## config.mk

```make
export PLATFORM = sky130hd
export DESIGN_NAME = key_event_flat
export DESIGN_NICKNAME = d
export VERILOG_FILES = /design/src/rtl/key_pkg.sv /design/src/rtl/key_event_if.sv /design/src/rtl/prio_enc.sv /design/src/rtl/key_event.sv /design/src/flat_wrapper.sv
export SDC_FILE = /design/constraint.sdc
export NUM_CORES = 1
export LEC_CHECK = 0
export CAP_MARGIN = 15
export CORE_UTILIZATION = 50
export CTS_BUF_LIST = sky130_fd_sc_hd__clkbuf_8
export CTS_CLUSTER_SIZE = 10
export DETAILED_ROUTE_END_ITERATION = 12
export GPL_ROUTABILITY_DRIVEN = 0
export PLACE_DENSITY = 0.75
export SLEW_MARGIN = 20
export SYNTH_ARGS = -nofsm -noshare
export SYNTH_HDL_FRONTEND = slang
export SYNTH_SLANG_ARGS = --single-unit
export TNS_END_PERCENT = 100
```

## constraint.sdc

```tcl
create_clock -name clk -period 3.3 [get_ports clk]
set_input_delay 0.66 -clock clk [delete_from_list [all_inputs] [get_ports clk]]
set_output_delay 0.66 -clock clk [all_outputs]
set_load 0.03 [all_outputs]
```

## src/rtl/key_pkg.sv

```systemverilog
// key_pkg: shared definitions for the key event generator.
//   - Event type codes carried on evt_type.
//   - FSM state encoding (also exported as a debug output).
//   - Helper for sizing the hold/repeat counter.
package key_pkg;

    localparam logic [1:0] EVT_PRESS   = 2'b00;
    localparam logic [1:0] EVT_LONG    = 2'b01;
    localparam logic [1:0] EVT_REPEAT  = 2'b10;
    localparam logic [1:0] EVT_RELEASE = 2'b11;

    typedef enum logic [1:0] {
        IDLE      = 2'b00,
        HELD      = 2'b01,
        REPEAT    = 2'b10,
        LONG_WAIT = 2'b11
    } key_state_e;

    // Counter width able to hold max(a, b) - 1, never narrower than one bit.
    function automatic int cnt_width(input int a, input int b);
        int m;
        int w;
        m = (a > b) ? a : b;
        w = $clog2(m);
        return (w < 1) ? 1 : w;
    endfunction

endpackage

```

## src/rtl/key_event_if.sv

```systemverilog
// key_event_if: event stream from key_event to the controller.
//   evt_vld  : one-cycle event strobe
//   evt_type : event kind (key_pkg EVT_*), meaningful only with evt_vld
//   evt_code : index of the tracked key, meaningful only with evt_vld
//   held     : high while a key is being tracked
// Handshake: evt_vld is a pure strobe with no ready/backpressure; the
// consumer must accept an event in the single cycle evt_vld is high.
interface key_event_if #(
    parameter int NKEYS = 5
);
    localparam int CODE_W = $clog2(NKEYS);

    logic              evt_vld;
    logic [1:0]        evt_type;
    logic [CODE_W-1:0] evt_code;
    logic              held;

    modport master (
        output evt_vld,
        output evt_type,
        output evt_code,
        output held
    );

    modport slave (
        input evt_vld,
        input evt_type,
        input evt_code,
        input held
    );

endinterface

```

## src/rtl/prio_enc.sv

```systemverilog
// prio_enc: combinational lowest-set-bit encoder.
//   req : request vector
//   idx : index of the lowest set bit of req (0 when req is all zero)
//   any : high when any bit of req is set
module prio_enc #(
    parameter int N = 5
) (
    input  logic [N-1:0]         req,
    output logic [$clog2(N)-1:0] idx,
    output logic                 any
);

    localparam int IW = $clog2(N);

    // Scan from the top down so the lowest set bit is written last.
    always_comb begin
        idx = '0;
        for (int i = N - 1; i >= 0; i--) begin
            if (req[i]) begin
                idx = IW'(i);
            end
        end
    end

    assign any = |req;

endmodule

```

## src/rtl/key_event.sv

```systemverilog
// key_event: turns debounced key levels into serialized single-cycle
// press / long / repeat / release events for one tracked key at a time.
//   clk       : system clock
//   nrst      : asynchronous active-low reset
//   key_lvl   : debounced key levels, 1 = pressed, synchronous to clk
//   evt       : event stream (key_event_if master)
//   state_dbg : current FSM state, for observation only
module key_event
    import key_pkg::*;
#(
    parameter int NKEYS      = 5,
    parameter int LONG_CYC   = 50_000_000,
    parameter int REPEAT_CYC = 10_000_000,
    parameter int REPEAT_EN  = 1
) (
    input  logic             clk,
    input  logic             nrst,
    input  logic [NKEYS-1:0] key_lvl,
    key_event_if.master      evt,
    output key_state_e       state_dbg
);

    localparam int CODE_W = $clog2(NKEYS);
    localparam int CNT_W  = cnt_width(LONG_CYC, REPEAT_CYC);

    localparam logic [CNT_W-1:0] LONG_LAST   = CNT_W'(LONG_CYC - 1);
    localparam logic [CNT_W-1:0] REPEAT_LAST = CNT_W'(REPEAT_CYC - 1);

    key_state_e        state_q,    state_d;
    logic [NKEYS-1:0]  key_prev_q, key_prev_d;
    logic [CNT_W-1:0]  cnt_q,      cnt_d;
    logic [CODE_W-1:0] active_q,   active_d;
    logic              evt_vld_q,  evt_vld_d;
    logic [1:0]        evt_type_q, evt_type_d;
    logic [CODE_W-1:0] evt_code_q, evt_code_d;
    logic              held_q,     held_d;

    logic [NKEYS-1:0]  rise;
    logic [CODE_W-1:0] rise_idx;
    logic              rise_any;
    logic              key_up;
    logic              long_hit;
    logic              rep_hit;

    assign key_prev_d = key_lvl;
    assign rise       = key_lvl & ~key_prev_q;

    prio_enc #(
        .N (NKEYS)
    ) u_prio_enc (
        .req (rise),
        .idx (rise_idx),
        .any (rise_any)
    );

    // Only the tracked key's level matters; other keys are ignored while held.
    assign key_up   = ~key_lvl[active_q];
    assign long_hit = (cnt_q == LONG_LAST);
    assign rep_hit  = (cnt_q == REPEAT_LAST);

    // State register plus counter, active key and output registers.
    always_ff @(posedge clk or negedge nrst) begin
        if (!nrst) begin
            state_q    <= IDLE;
            key_prev_q <= '0;
            cnt_q      <= '0;
            active_q   <= '0;
            evt_vld_q  <= 1'b0;
            evt_type_q <= EVT_PRESS;
            evt_code_q <= '0;
            held_q     <= 1'b0;
        end else begin
            state_q    <= state_d;
            key_prev_q <= key_prev_d;
            cnt_q      <= cnt_d;
            active_q   <= active_d;
            evt_vld_q  <= evt_vld_d;
            evt_type_q <= evt_type_d;
            evt_code_q <= evt_code_d;
            held_q     <= held_d;
        end
    end

    // Next-state, counter and active-key selection.
    // Release always wins over a threshold hit in the same cycle.
    always_comb begin
        state_d  = state_q;
        cnt_d    = cnt_q;
        active_d = active_q;
        case (state_q)
            IDLE: begin
                if (rise_any) begin
                    active_d = rise_idx;
                    cnt_d    = '0;
                    state_d  = HELD;
                end
            end
            HELD: begin
                if (key_up) begin
                    state_d = IDLE;
                end else if (long_hit) begin
                    cnt_d   = '0;
                    state_d = (REPEAT_EN != 0) ? REPEAT : LONG_WAIT;
                end else begin
                    cnt_d = cnt_q + 1'b1;
                end
            end
            REPEAT: begin
                if (key_up) begin
                    state_d = IDLE;
                end else if (rep_hit) begin
                    cnt_d = '0;
                end else begin
                    cnt_d = cnt_q + 1'b1;
                end
            end
            LONG_WAIT: begin
                // Counter frozen; only the release matters here.
                if (key_up) begin
                    state_d = IDLE;
                end
            end
            default: begin
                state_d = IDLE;
            end
        endcase
    end

    // Event decode; registered so events appear the cycle after the decision.
    always_comb begin
        evt_vld_d  = 1'b0;
        evt_type_d = EVT_PRESS;
        evt_code_d = active_q;
        case (state_q)
            IDLE: begin
                if (rise_any) begin
                    evt_vld_d  = 1'b1;
                    evt_type_d = EVT_PRESS;
                    evt_code_d = rise_idx;
                end
            end
            HELD: begin
                if (key_up) begin
                    evt_vld_d  = 1'b1;
                    evt_type_d = EVT_RELEASE;
                end else if (long_hit) begin
                    evt_vld_d  = 1'b1;
                    evt_type_d = EVT_LONG;
                end
            end
            REPEAT: begin
                if (key_up) begin
                    evt_vld_d  = 1'b1;
                    evt_type_d = EVT_RELEASE;
                end else if (rep_hit) begin
                    evt_vld_d  = 1'b1;
                    evt_type_d = EVT_REPEAT;
                end
            end
            LONG_WAIT: begin
                if (key_up) begin
                    evt_vld_d  = 1'b1;
                    evt_type_d = EVT_RELEASE;
                end
            end
            default: begin
                evt_vld_d = 1'b0;
            end
        endcase
        held_d = (state_d != IDLE);
    end

    assign evt.evt_vld  = evt_vld_q;
    assign evt.evt_type = evt_type_q;
    assign evt.evt_code = evt_code_q;
    assign evt.held     = held_q;
    assign state_dbg    = state_q;

endmodule

```

## src/flat_wrapper.sv

```systemverilog
// flat-port wrapper written by rule: the top's interface ports become plain ports
module key_event_flat import key_pkg::*;
#(
    parameter int NKEYS      = 5,
    parameter int LONG_CYC   = 50_000_000,
    parameter int REPEAT_CYC = 10_000_000,
    parameter int REPEAT_EN  = 1
)
  (clk, nrst, key_lvl, state_dbg, evt_evt_vld, evt_evt_type, evt_evt_code, evt_held);
  key_event_if #(.NKEYS(NKEYS)) evt_i ();
  input  logic clk;
  input  logic nrst;
  input  logic [NKEYS-1:0] key_lvl;
  output key_state_e state_dbg;
  output wire logic [$bits(evt_i.evt_vld)-1:0] evt_evt_vld;
  output wire logic [$bits(evt_i.evt_type)-1:0] evt_evt_type;
  output wire logic [$bits(evt_i.evt_code)-1:0] evt_evt_code;
  output wire logic [$bits(evt_i.held)-1:0] evt_held;
  assign evt_evt_vld = evt_i.evt_vld;
  assign evt_evt_type = evt_i.evt_type;
  assign evt_evt_code = evt_i.evt_code;
  assign evt_held = evt_i.held;
  key_event #(.NKEYS(NKEYS), .LONG_CYC(LONG_CYC), .REPEAT_CYC(REPEAT_CYC), .REPEAT_EN(REPEAT_EN)) u_core (.clk(clk), .nrst(nrst), .key_lvl(key_lvl), .evt(evt_i), .state_dbg(state_dbg));
endmodule
```

* Word-level counts from Yosys, hierarchy flattened
Index checks and enable logic that the tools add are counted.
Word-level totals: bits in registers 40, bits of input ports 7, output and inout port bits 9, logic and storage cells 57
Operators by class: add/sub/neg operators 1, $lt $le $gt $ge 1, equality and inequality tests 8, mux-type cells 31, bitwise operators 2, reductions and logical operators 7
Operator list (number):
- 26-bit two-way mux | 5
- 26-bit one-hot mux with 3 select lines | 1
- 26-bit by 1-bit adder with 26-bit output, second input constant | 1
- 26-bit by 24-bit equality test with 1-bit output, second input constant | 1
- 26-bit equality test, second input constant | 1
- 2-bit two-way mux | 8
- 3-bit two-way mux | 5
- 1-bit two-way mux | 8
- 2-bit one-hot mux with 4 select lines | 1
- 2-bit by 1-bit inequality test with 1-bit output, second input constant | 3
- 2-bit one-hot mux with 3 select lines | 1
- 5-bit AND | 1
- 5-bit inverter | 1
- 5-bit OR reduction | 1
- 2-bit equality test, second input constant | 2
- 3-bit by 4-bit < comparator with 1-bit output, second input constant | 1
- 1-bit one-hot mux with 4 select lines | 1
- 4-bit AND reduction | 1
- 1-bit binary-select mux with 3-bit select | 1
- 3-bit nonzero test | 1
- 2-bit by 1-bit equality test with 1-bit output, second input constant | 1
- 2-bit zero test | 1
- 2-bit AND reduction | 1
- 2-bit nonzero test | 1
- 2-bit OR reduction | 1

* Depth between registers and ports, before layout
Gate-level depths: netlist (run 1).
depth after elaboration 7, gate-level depth with buffers 8, mapped depth without buffers 7

* Cells and area by module
Synthesis (run 1) repeated with hierarchy kept, for this count alone.
Second synthesis, totals: cells, all modules 234, area total of the unflattened synthesis 2262.2 um^2
Modules (own cells, without submodules):
- key_event | times used 1, cells an instance 226, area each 2213.4 um^2, seq. area each 1001.0 um^2
- prio_enc | times used 1, cells an instance 8, area each 48.8 um^2, seq. area each 0.0 um^2

* Worst setup path before layout (run 1)
OpenSTA, ideal clock, no wires.
kind reg-to-reg, from reg u_core.state_q[0] (netlist: u_core.state_dbg[0]), to reg u_core.cnt_q[9], setup time 121 ps, arrival time 2252 ps, required time 3179 ps, path slack 927 ps, stages on the path, launching flop included 9, buffers on the path 2, clock period less this slack 2373 ps, path through dfrtp_1 inv_1 ha_1 or2_2 a221o_1 clkbuf_1 clkbuf_1 a21o_1 a22o_1
On the way: longest elaborated chain between the ends 3, elaborated cells between the ends (all ways) 9, those cells by class 5 x eq/ne; 1 x mux; 3 x reduce/logical
Ends and longest elaborated chain:
- start: declaration | RTL line key_event.sv:29 | key_state_e state_q, state_d;
- start signal: assignment | RTL line key_event.sv:73 | state_q <= state_d;
- 2-bit equality test, or another cell as far along | RTL line key_event.sv:90 | case (state_q)
- 2-bit by 1-bit inequality test with 1-bit output (no line) / 3-bit nonzero test (equally long branches)
- 4-bit AND reduction (no line)
- end signal: assignment | RTL line key_event.sv:75 | cnt_q <= cnt_d;
- end: declaration | RTL line key_event.sv:31 | logic [CNT_W-1:0] cnt_q, cnt_d;
Parallel ways exist; a longest one is shown, timed or not. A chain may end at the register's enable or synchronous reset.

* Worst setup path after layout (run 1)
from reg u_core.cnt_q[7], to reg u_core.cnt_q[22]
On the way: longest elaborated chain between the ends 4, elaborated cells between the ends (all ways) 8, those cells by class 1 x add/sub; 2 x eq/ne; 5 x mux
Ends and longest elaborated chain (RTL line):
- 26-bit by 1-bit adder with 26-bit output, or another cell as far along | key_event.sv:105, key_event.sv:114
- 26-bit two-way mux (on tied branches) | key_event.sv:111, key_event.sv:101
- 26-bit two-way mux (on tied branches) | key_event.sv:109, key_event.sv:99
- 26-bit one-hot mux with 3 select lines * | key_event.sv:90
Every way passes the cells marked *; elsewhere a longest branch is shown, timed or not. The select of a mux whose other input is x is not followed.

==> metrics.txt, run 1 <==
run status finished clean; Final Hold Viols 0; Area growth syn-to-layout 12.7%; fmax 391 MHz; CTS Sinks 40; number of primary I/O pins 16; n_diodes 0; prevailing post-synth register cell dfrtp_1; CP max FO 22; final cell utilization of the core 0.584; syn avg cell area between 9 and 10 sq um; Cells after DPL 304; detailed-route via count 1899; max_cap viols 0; router iterations before antenna repair 4; Place WS 0.474 ns; layout cell share with drive strength beyond 1 0.0731; CTS tree built; Hold WS 0.487 ns; Fill cells 379; Syn Std Cell Area 2260 sq um; pwr dens 683 nW/um^2; vias in the first global route 1845; register area share after synthesis 0.443; Sequential Area 1000 sq um; Synth async-reset ratio 1.00; CTS clk-pin slew, worst paths around 0.08 ns; Rel. slew slack 0.401; Iteration-0 DRC Markers 98; fin crit share 0.775; Worst-Margin Slew ~0.90 ns; VDD IR max 0.361 mV; FF-to-FF path depth 7; # setup viols final 0; area of the multi-input gates 1180 sq um; number of flops mapped to enable cells by yosys 0; syn nets 255; Final min period 2.56 ns; final setup margin 0.743 ns; Starting Density 0.518; first-pass GRT wire length between 8 and 9 mm; antenna viol nets, final 0; R2R Path End u_core.cnt_q[22]; post-CTS setup buffers 0; Die W roughly 69 um; synthesized flop and latch total 40; crit-path max cell delay between 0.5 and 0.6 ns; Pins Over Slew Limit 0; Layout Skew roughly 0.0074 ns; cts hold-fix bufs 0; FF-to-FF setup slack 0.74 ns; setup TNS 0 ns; leakage power 1.17 nW; H-tree depth 2; Crit-path slowest cell or4b_4; Cell Rows 24; # DRC 0; Critical Path Stages 7; Clock Latency Late Sink 0.30 ns; Overflow after GRT 0; cts repair resizes 0; count of different cell masters after synthesis 42; worst hold path type in -> async; Yosys warning total 0; startpoint types register; input/output buffers 15; routed length per instance 15.9 um; Arr. time, crit path 2.74 ns; CP Data Required Time 3.48 ns; Critical Path End Type register; RSZ-0062 raised after global routing no; largest net degree at the start of global routing just over 40; routed wire length between 4 and 5 mm; fin nets 272; Crit Path Class reg -> reg; Die H 69.2 um; clk root buf clkbuf_8; drt via density roughly 6; Buf/Inv on CP 1; Num CTS Buffers 5; dpl hpwl approximately 3.3 mm; Tot GR Track Use 0.229; CP Cell Sequence or4b_4 > nor4_4 > nand4_2 > a32oi_1 > nor2_1 > buf_4 > a22o_1; antenna violations before repair 0; Non-Filler Instances 312; CTS Buffer Depth 2; Core ar. around 4400 sq um; die area approximately 4800 sq um; worst reg2reg startpoint u_core.cnt_q[7]; crit-path leading delay family simple AND/OR/NAND/NOR gates; Post-Syn Instances 242
-- routing by layer --
metal	track usage	share of wire
met5	0	0
met4	0.0930	0.015
met3	0.0392	0.046
met2	0.335	0.44
met1	0.338	0.50
-- flip-flops by register name, indices dropped and copies added (netlist names) --
register / flops
u_core.evt.evt_type: 2
u_core.key_prev_q: 5
u_core.state_dbg: 2
u_core.evt.held: 1
u_core.active_q: 3
u_core.evt.evt_vld: 1
u_core.cnt_q: 26
-- cell usage after synthesis (all sizes together), types with 3 or more instances --
cell,count,share of area
clkbuf,5,0.0083
nand4,9,0.028
nor2b,7,0.019
nor2,29,0.048
and3,5,0.014
buf,4,0.012
a21o,12,0.040
o21ai,16,0.035
nand3,10,0.022
ha,6,0.033
dfrtp,40,0.44
a21oi,10,0.022
nand2,17,0.028
nor3,9,0.020
and2,4,0.011
or3,3,0.0083
a22o,21,0.081
inv,7,0.012
-- area by class of cell --
| type | count | share of cell area |
|---|---|---|
| multi-input cells | 186 | 0.466 |
| flip-flops and latches | 40 | 0.393 |
| repair buffers | 19 | 0.0688 |
| clock buffers | 6 | 0.0324 |
| well taps | 52 | 0.0256 |
| inverters | 7 | 0.0103 |
| clock inverters | 2 | 0.00393 |
-- worst max path at each step --
stage,slack (ns),startpoint,endpoint
5_1_grt,0.57,u_core.cnt_q[7],u_core.cnt_q[24]
6_report,0.74,u_core.cnt_q[7],u_core.cnt_q[22]
2_1_floorplan,0.93,u_core.state_dbg[0],u_core.cnt_q[9]
3_5_place_dp,0.47,key_lvl[1],u_core.cnt_q[12]
3_3_place_gp,0.51,key_lvl[1],u_core.cnt_q[23]
4_1_cts,0.76,u_core.cnt_q[7],u_core.cnt_q[8]
-- cell usage in the layout (no fill, tap or decap), drive strengths merged, types with 5 or more instances in the layout --
master	netlist	layout
nand2	17	17
nand3	10	10
ha	6	6
and3	5	5
dfrtp	40	40
nor2b	7	7
clkdlybuf4s50	0	14
inv	7	7
o21ai	16	16
nor3	9	9
a21oi	10	10
a22o	21	21
a21o	12	12
clkbuf	5	6
nor2	29	29
buf	4	5
nand4	9	9
-- through the flow --
| stage | total power [mW] | area, sq um |
|---|---|---|
| floorplan | 1.16 | 2260 |
| global placement | 1.39 | 2450 |
| detailed placement | 1.40 | 2450 |
| CTS | 1.74 | 2540 |
| global route | 1.85 | 2540 |
| finish | 1.74 | 2540 |
-- cell families after synthesis --
| logic type | count (synthesis) | synth area share |
|---|---|---|
| compound gates | 74 | 0.236 |
| buf+inv | 16 | 0.0316 |
| fa+ha+maj | 6 | 0.0333 |
| mux | 2 | 0.00887 |
| simple gates | 104 | 0.247 |
| flops | 40 | 0.443 |
-- power breakdown --
| group | total [mW] | internal, mW | switching (mW) |
|---|---|---|---|
| registers | 0.585 | 0.544 | 0.0405 |
| clock network | 0.339 | 0.167 | 0.172 |
| logic | 0.815 | 0.332 | 0.482 |
| total | 1.74 | 1.04 | 0.695 |
Power figures use the tool's default switching activity.
==> run 2: changes to the inputs <==
==> constraint.sdc (replaced) <==
create_clock -name clk -period 2.6 [get_ports clk]
set_input_delay 0.52 -clock clk [delete_from_list [all_inputs] [get_ports clk]]
set_output_delay 0.52 -clock clk [all_outputs]
set_load 0.03 [all_outputs]
==> metrics.txt, run 2 (same netlist as run 1, synthesis figures left out) <==
detailed-route via count 1912 (+0.68%); Hold WS 0.348 ns (-0.138 ns); top flop regs u_core.cnt_q: 26 flops, u_core.key_prev_q: 5 flops, u_core.active_q: 3 flops; post-CTS setup buffers 0 (unchanged); input/output buffers 15 (unchanged); Worst-Margin Slew 0.874 ns (-0.0242 ns); Rel. slew slack 0.417 (+0.0162); Iteration-0 DRC Markers 145 (+48%); run status finished clean; Layout Skew 0.00334 ns (-0.00407 ns); CTS Buffer Depth 2 (unchanged); Tot GR Track Use 0.217 (-0.0126); Tot Pwr 2.25 mW (+30%); dpl hpwl 3.38 mm (+1.3%); layout cell share with drive strength beyond 1 0.101 (+0.0280); leakage power 1.21 nW (+3.4%); final setup margin 0.184 ns (-0.559 ns); router iterations before antenna repair 4 (unchanged); CP max FO 16 (-27%); Overflow after GRT 0 (unchanged); # setup viols final 0 (unchanged); CTS clk-pin slew, worst paths 0.07 ns (about the same); Crit Path Class reg -> reg; VDD IR max 0.491 mV (+36%); fin nets 280 (+2.9%); first-pass GRT wire length 8.31 mm (-5.2%); n_diodes 0 (unchanged); startpoint types register; Num CTS Buffers 5 (unchanged); Die H 69.2 um (unchanged); final instance area 2620 sq um (+2.8%); area of the multi-input gates 1190 sq um (+0.63%); Final min period 2.42 ns (-0.141 ns); clk root buf clkbuf_8; cts repair resizes 0 (unchanged); most frequent cells in the layout dfrtp_1 (40), nor2_1 (29), a22o_1 (21), nand2_1 (17), o21ai_0 (16); Final Hold Viols 0 (unchanged); worst hold path type in -> async; Place WS -0.0275 ns (-0.501 ns); fmax 414 MHz (+5.8%); drt via density 5.99 (-1.5%); Area growth syn-to-layout 15.9%; Core ar. 4350 sq um (unchanged); vias in the first global route 1702 (-7.8%); routed wire length 4.80 mm (-3.2%); commonest non-fill, non-tap cell in the layout dfrtp_1; max reg flops 26 (unchanged); final cell utilization of the core 0.601 (+0.0164); Reg with most FFs u_core.cnt_q; RSZ-0062 raised after global routing no; Critical Path End Type register; Die W 69.2 um (unchanged); cts hold-fix bufs 0 (unchanged); Non-Filler Instances 319 (+2.2%); Starting Density 0.518 (unchanged); CTS Sinks 40 (unchanged); antenna violations before repair 0 (unchanged); Cell Rows 24 (unchanged); CTS tree built; die area 4790 sq um (unchanged); setup TNS 0 ns (unchanged); Sequential Area 1000 sq um (unchanged); routed length per instance 15.0 um (-5.3%); antenna viol nets, final 0 (unchanged); Pins Over Slew Limit 0 (unchanged); fin crit share 0.929 (+0.154); Fill cells 384 (+1.3%); max_cap viols 0 (unchanged); Area after DPL 2510 sq um (+2.4%); # DRC 0 (unchanged); Cells after DPL 312 (+2.6%); Arr. time, crit path 2.60 ns (-0.14 ns); largest net degree at the start of global routing 41 (unchanged); number of primary I/O pins 16 (unchanged); CP Data Required Time 2.78 ns (-0.70 ns); H-tree depth 2 (unchanged); Clock Latency Late Sink 0.29 ns (about the same); pwr dens 862 nW/um^2 (+26%)
==> run 2: layer usage <==
metal | vias up | wire length (um) | GRT usage
met5 | - | 0 | 0
met4 | 0 | 43 | 0.0590
met3 | 4 | 206 | 0.0509
met2 | 40 | 2090 | 0.306
met1 | 919 | 2460 | 0.333
li1 | 949 | - | -
==> run 2: path summary, 6_finish.rpt <==
path | start | to | slack (ns) | depth (start not counted)
setup / recovery | u_core.cnt_q[7] | u_core.cnt_q[23] | 0.18 | 7
hold / removal | nrst | u_core.cnt_q[4] | 0.35 | 1
setup reg to reg | u_core.cnt_q[7] | u_core.cnt_q[23] | 0.18 | 7
hold reg to reg | u_core.cnt_q[1] | u_core.cnt_q[1] | 0.52 | 2
max in group asynchronous | nrst | u_core.evt.evt_type[1] | 1.71 | 1
min in group clk | u_core.cnt_q[1] | u_core.cnt_q[1] | 0.52 | 2
==> run 2: final cells by class <==
class                           count  share of cell area
Multi-Input combinational cell    186               0.456
Sequential cell                    40               0.383
Timing Repair Buffer               27              0.0899
Clock buffer                        7              0.0368
Tap cell                           52              0.0249
Inverter                            7              0.0100
==> run 2: report_power, final <==
group | total, mW | switching [mW] | internal, mW
registers | 0.742 | 0.0515 | 0.691
clock network | 0.438 | 0.202 | 0.236
logic | 1.07 | 0.614 | 0.461
==> run 2: worst max-delay path, cell delays in order, from the launching register on <==
cell and delay (ns):
dfrtp_1 0.41, or4b_4 0.57, nor4_4 0.25, nand4_2 0.14, buf_4 0.18, a32o_2 0.38, a21o_1 0.21, a22o_1 0.17
==> run 3: changes to the inputs <==
--- a/config.mk
+++ b/config.mk
@@ -6,6 +6,7 @@
 export NUM_CORES = 1
 export LEC_CHECK = 0
 export CAP_MARGIN = 15
+export CORE_MARGIN = 2
 export CORE_UTILIZATION = 50
 export CTS_BUF_LIST = sky130_fd_sc_hd__clkbuf_8
 export CTS_CLUSTER_SIZE = 10
==> metrics.txt, run 3 (same netlist as run 1, synthesis figures left out) <==
Starting Density 0.518 (unchanged); Num CTS Buffers 5 (unchanged); # DRC 0 (unchanged); CTS Buffer Depth 2 (unchanged); H-tree depth 2 (unchanged); pwr dens 889 nW/um^2 (+3.2%); Tot Pwr 2.35 mW (+4.2%); area of the multi-input gates 1180 sq um (-0.63%); antenna viol nets, final 0 (unchanged); Tot GR Track Use 0.200 (-0.0167); Final Hold Viols 0 (unchanged); dpl hpwl 3.35 mm (-1.0%); detailed-route via count 1902 (-0.52%); input/output buffers 15 (unchanged); final instance area 2640 sq um (+0.96%); CTS Sinks 40 (unchanged); n_diodes 0 (unchanged); Cells after DPL 311 (-0.32%); clk root buf clkbuf_8; # setup viols final 0 (unchanged); Rel. slew slack 0.401 (-0.0165); Final min period 2.38 ns (-0.0340 ns); top flop regs u_core.cnt_q: 26 flops, u_core.key_prev_q: 5 flops, u_core.active_q: 3 flops; Comb pwr share 0.469 (-0.008); Arr. time, crit path 2.56 ns (-0.04 ns); Cell Rows 24 (unchanged); fin crit share 0.916 (-0.0131); layout cell share with drive strength beyond 1 0.0974 (-0.00375); CTS clk-pin slew, worst paths 0.08 ns (about the same); startpoint types register; worst reg2reg startpoint u_core.cnt_q[18]; run status finished clean; antenna violations before repair 0 (unchanged); first-pass GRT wire length 8.00 mm (-3.6%); Clk pwr share 0.215 (+0.021); Hold WS 0.357 ns (+0.00854 ns); Sequential Area 1000 sq um (unchanged); largest net degree at the start of global routing 41 (unchanged); VDD IR max 0.501 mV (+1.9%); Layout Skew 0.00828 ns (+0.00494 ns); Die H 71.2 um (+2.9%); most frequent cells in the layout dfrtp_1 (40), nor2_1 (29), a22o_1 (21), nand2_1 (17), o21ai_0 (16); Worst setup endpoint u_core.cnt_q[6]; commonest non-fill, non-tap cell in the layout dfrtp_1; cts hold-fix bufs 0 (unchanged); Non-Filler Instances 319 (unchanged); die area 5070 sq um (+5.9%); leakage power 1.21 nW (+0.45%); Pins Over Slew Limit 0 (unchanged); post-CTS setup buffers 0 (unchanged); fmax 420 MHz (+1.4%); Clock Latency Late Sink 0.29 ns (about the same); setup TNS 0 ns (unchanged); Fill cells 369 (-3.9%); drt via density 5.96 (-0.52%); Area growth syn-to-layout 17.0%; R2R Path End u_core.cnt_q[6]; CP max FO 22 (+6); router iterations before antenna repair 4 (unchanged); Iteration-0 DRC Markers 98 (-32%); Worst-Margin Slew 0.899 ns (+0.0247 ns); max reg flops 26 (unchanged); RSZ-0062 raised after global routing no; vias in the first global route 1738 (+2.1%); max_cap viols 0 (unchanged); routed length per instance 15.0 um (-0.10%); Core ar. 4350 sq um (unchanged); fin nets 279 (-0.36%); Sw Ratio 0.377 (-0.00714); Critical Path Start u_core.cnt_q[18]; Pint 1.46 mW (+5.4%); Die W 71.2 um (+2.9%); routed wire length 4.79 mm (-0.10%); Reg with most FFs u_core.cnt_q; cts repair resizes 0 (unchanged); NetSw 886 uW (+2.2%); number of primary I/O pins 16 (unchanged); Area after DPL 2530 sq um (+0.70%); Sequential Power Share 0.316 (-0.013); FF-to-FF setup slack 0.22 ns (+0.03 ns); Overflow after GRT 0 (unchanged); CP Data Required Time 2.78 ns (about the same); worst hold path type in -> async; CTS tree built; Crit Path Class reg -> reg; Critical Path End Type register; FF-to-FF path depth 7 (unchanged)
## run 3: layout make-up
class | instances | share of cell area
inverter | 7 | 0.00995
timing repair buffer | 26 | 0.0957
tap | 52 | 0.0246
multi-input combinational | 186 | 0.449
sequential | 40 | 0.379
clock buffer | 5 | 0.0261
clock inverter | 3 | 0.0161
## run 3: per-layer routing
metal	vias to the layer above	global-route usage	routed length, um
met5	-	0	0
met4	0	0.0860	53
met3	6	0.0356	175
met2	27	0.294	2100
met1	921	0.290	2460
li1	948	-	-
## run 3: worst min path at each step
stage / to / slack, ns / cells after the start
floorplan: u_core.active_q[0] / 0.22 / 0
global placement: u_core.cnt_q[1] / 0.50 / 2
detailed placement: u_core.cnt_q[1] / 0.51 / 2
CTS: u_core.key_prev_q[3] / 0.38 / 1
global route: u_core.cnt_q[12] / 0.44 / 1
finish: u_core.cnt_q[15] / 0.36 / 1
## run 3: power groups by stage
stage / Sequential, mW / Clock, mW / Combinational, mW
floorplan: 0.862 / 0 / 0.615
global placement: 0.754 / 0 / 1.08
detailed placement: 0.755 / 0 / 1.10
CTS: 0.742 / 0.524 / 1.10
global route: 0.749 / 0.547 / 1.20
finish: 0.742 / 0.505 / 1.10
## run 3: through the flow
step / utilization / setup WS [ns]
after floorplan: - / 0.227
after global placement: 0.581 / 0.0659
after detailed placement: 0.581 / -0.0308
after CTS: 0.607 / 0.199
after global routing: 0.607 / 0.0773
final: 0.607 / 0.218
## run 3: worst max-delay path, cell delays in order (launching register included)
cell	delay [ns]
dfrtp_1	0.41
or4b_4	0.54
nor4_4	0.27
nand4_2	0.20
a32oi_1	0.34
nor2_1	0.12
buf_12	0.17
a22o_1	0.21
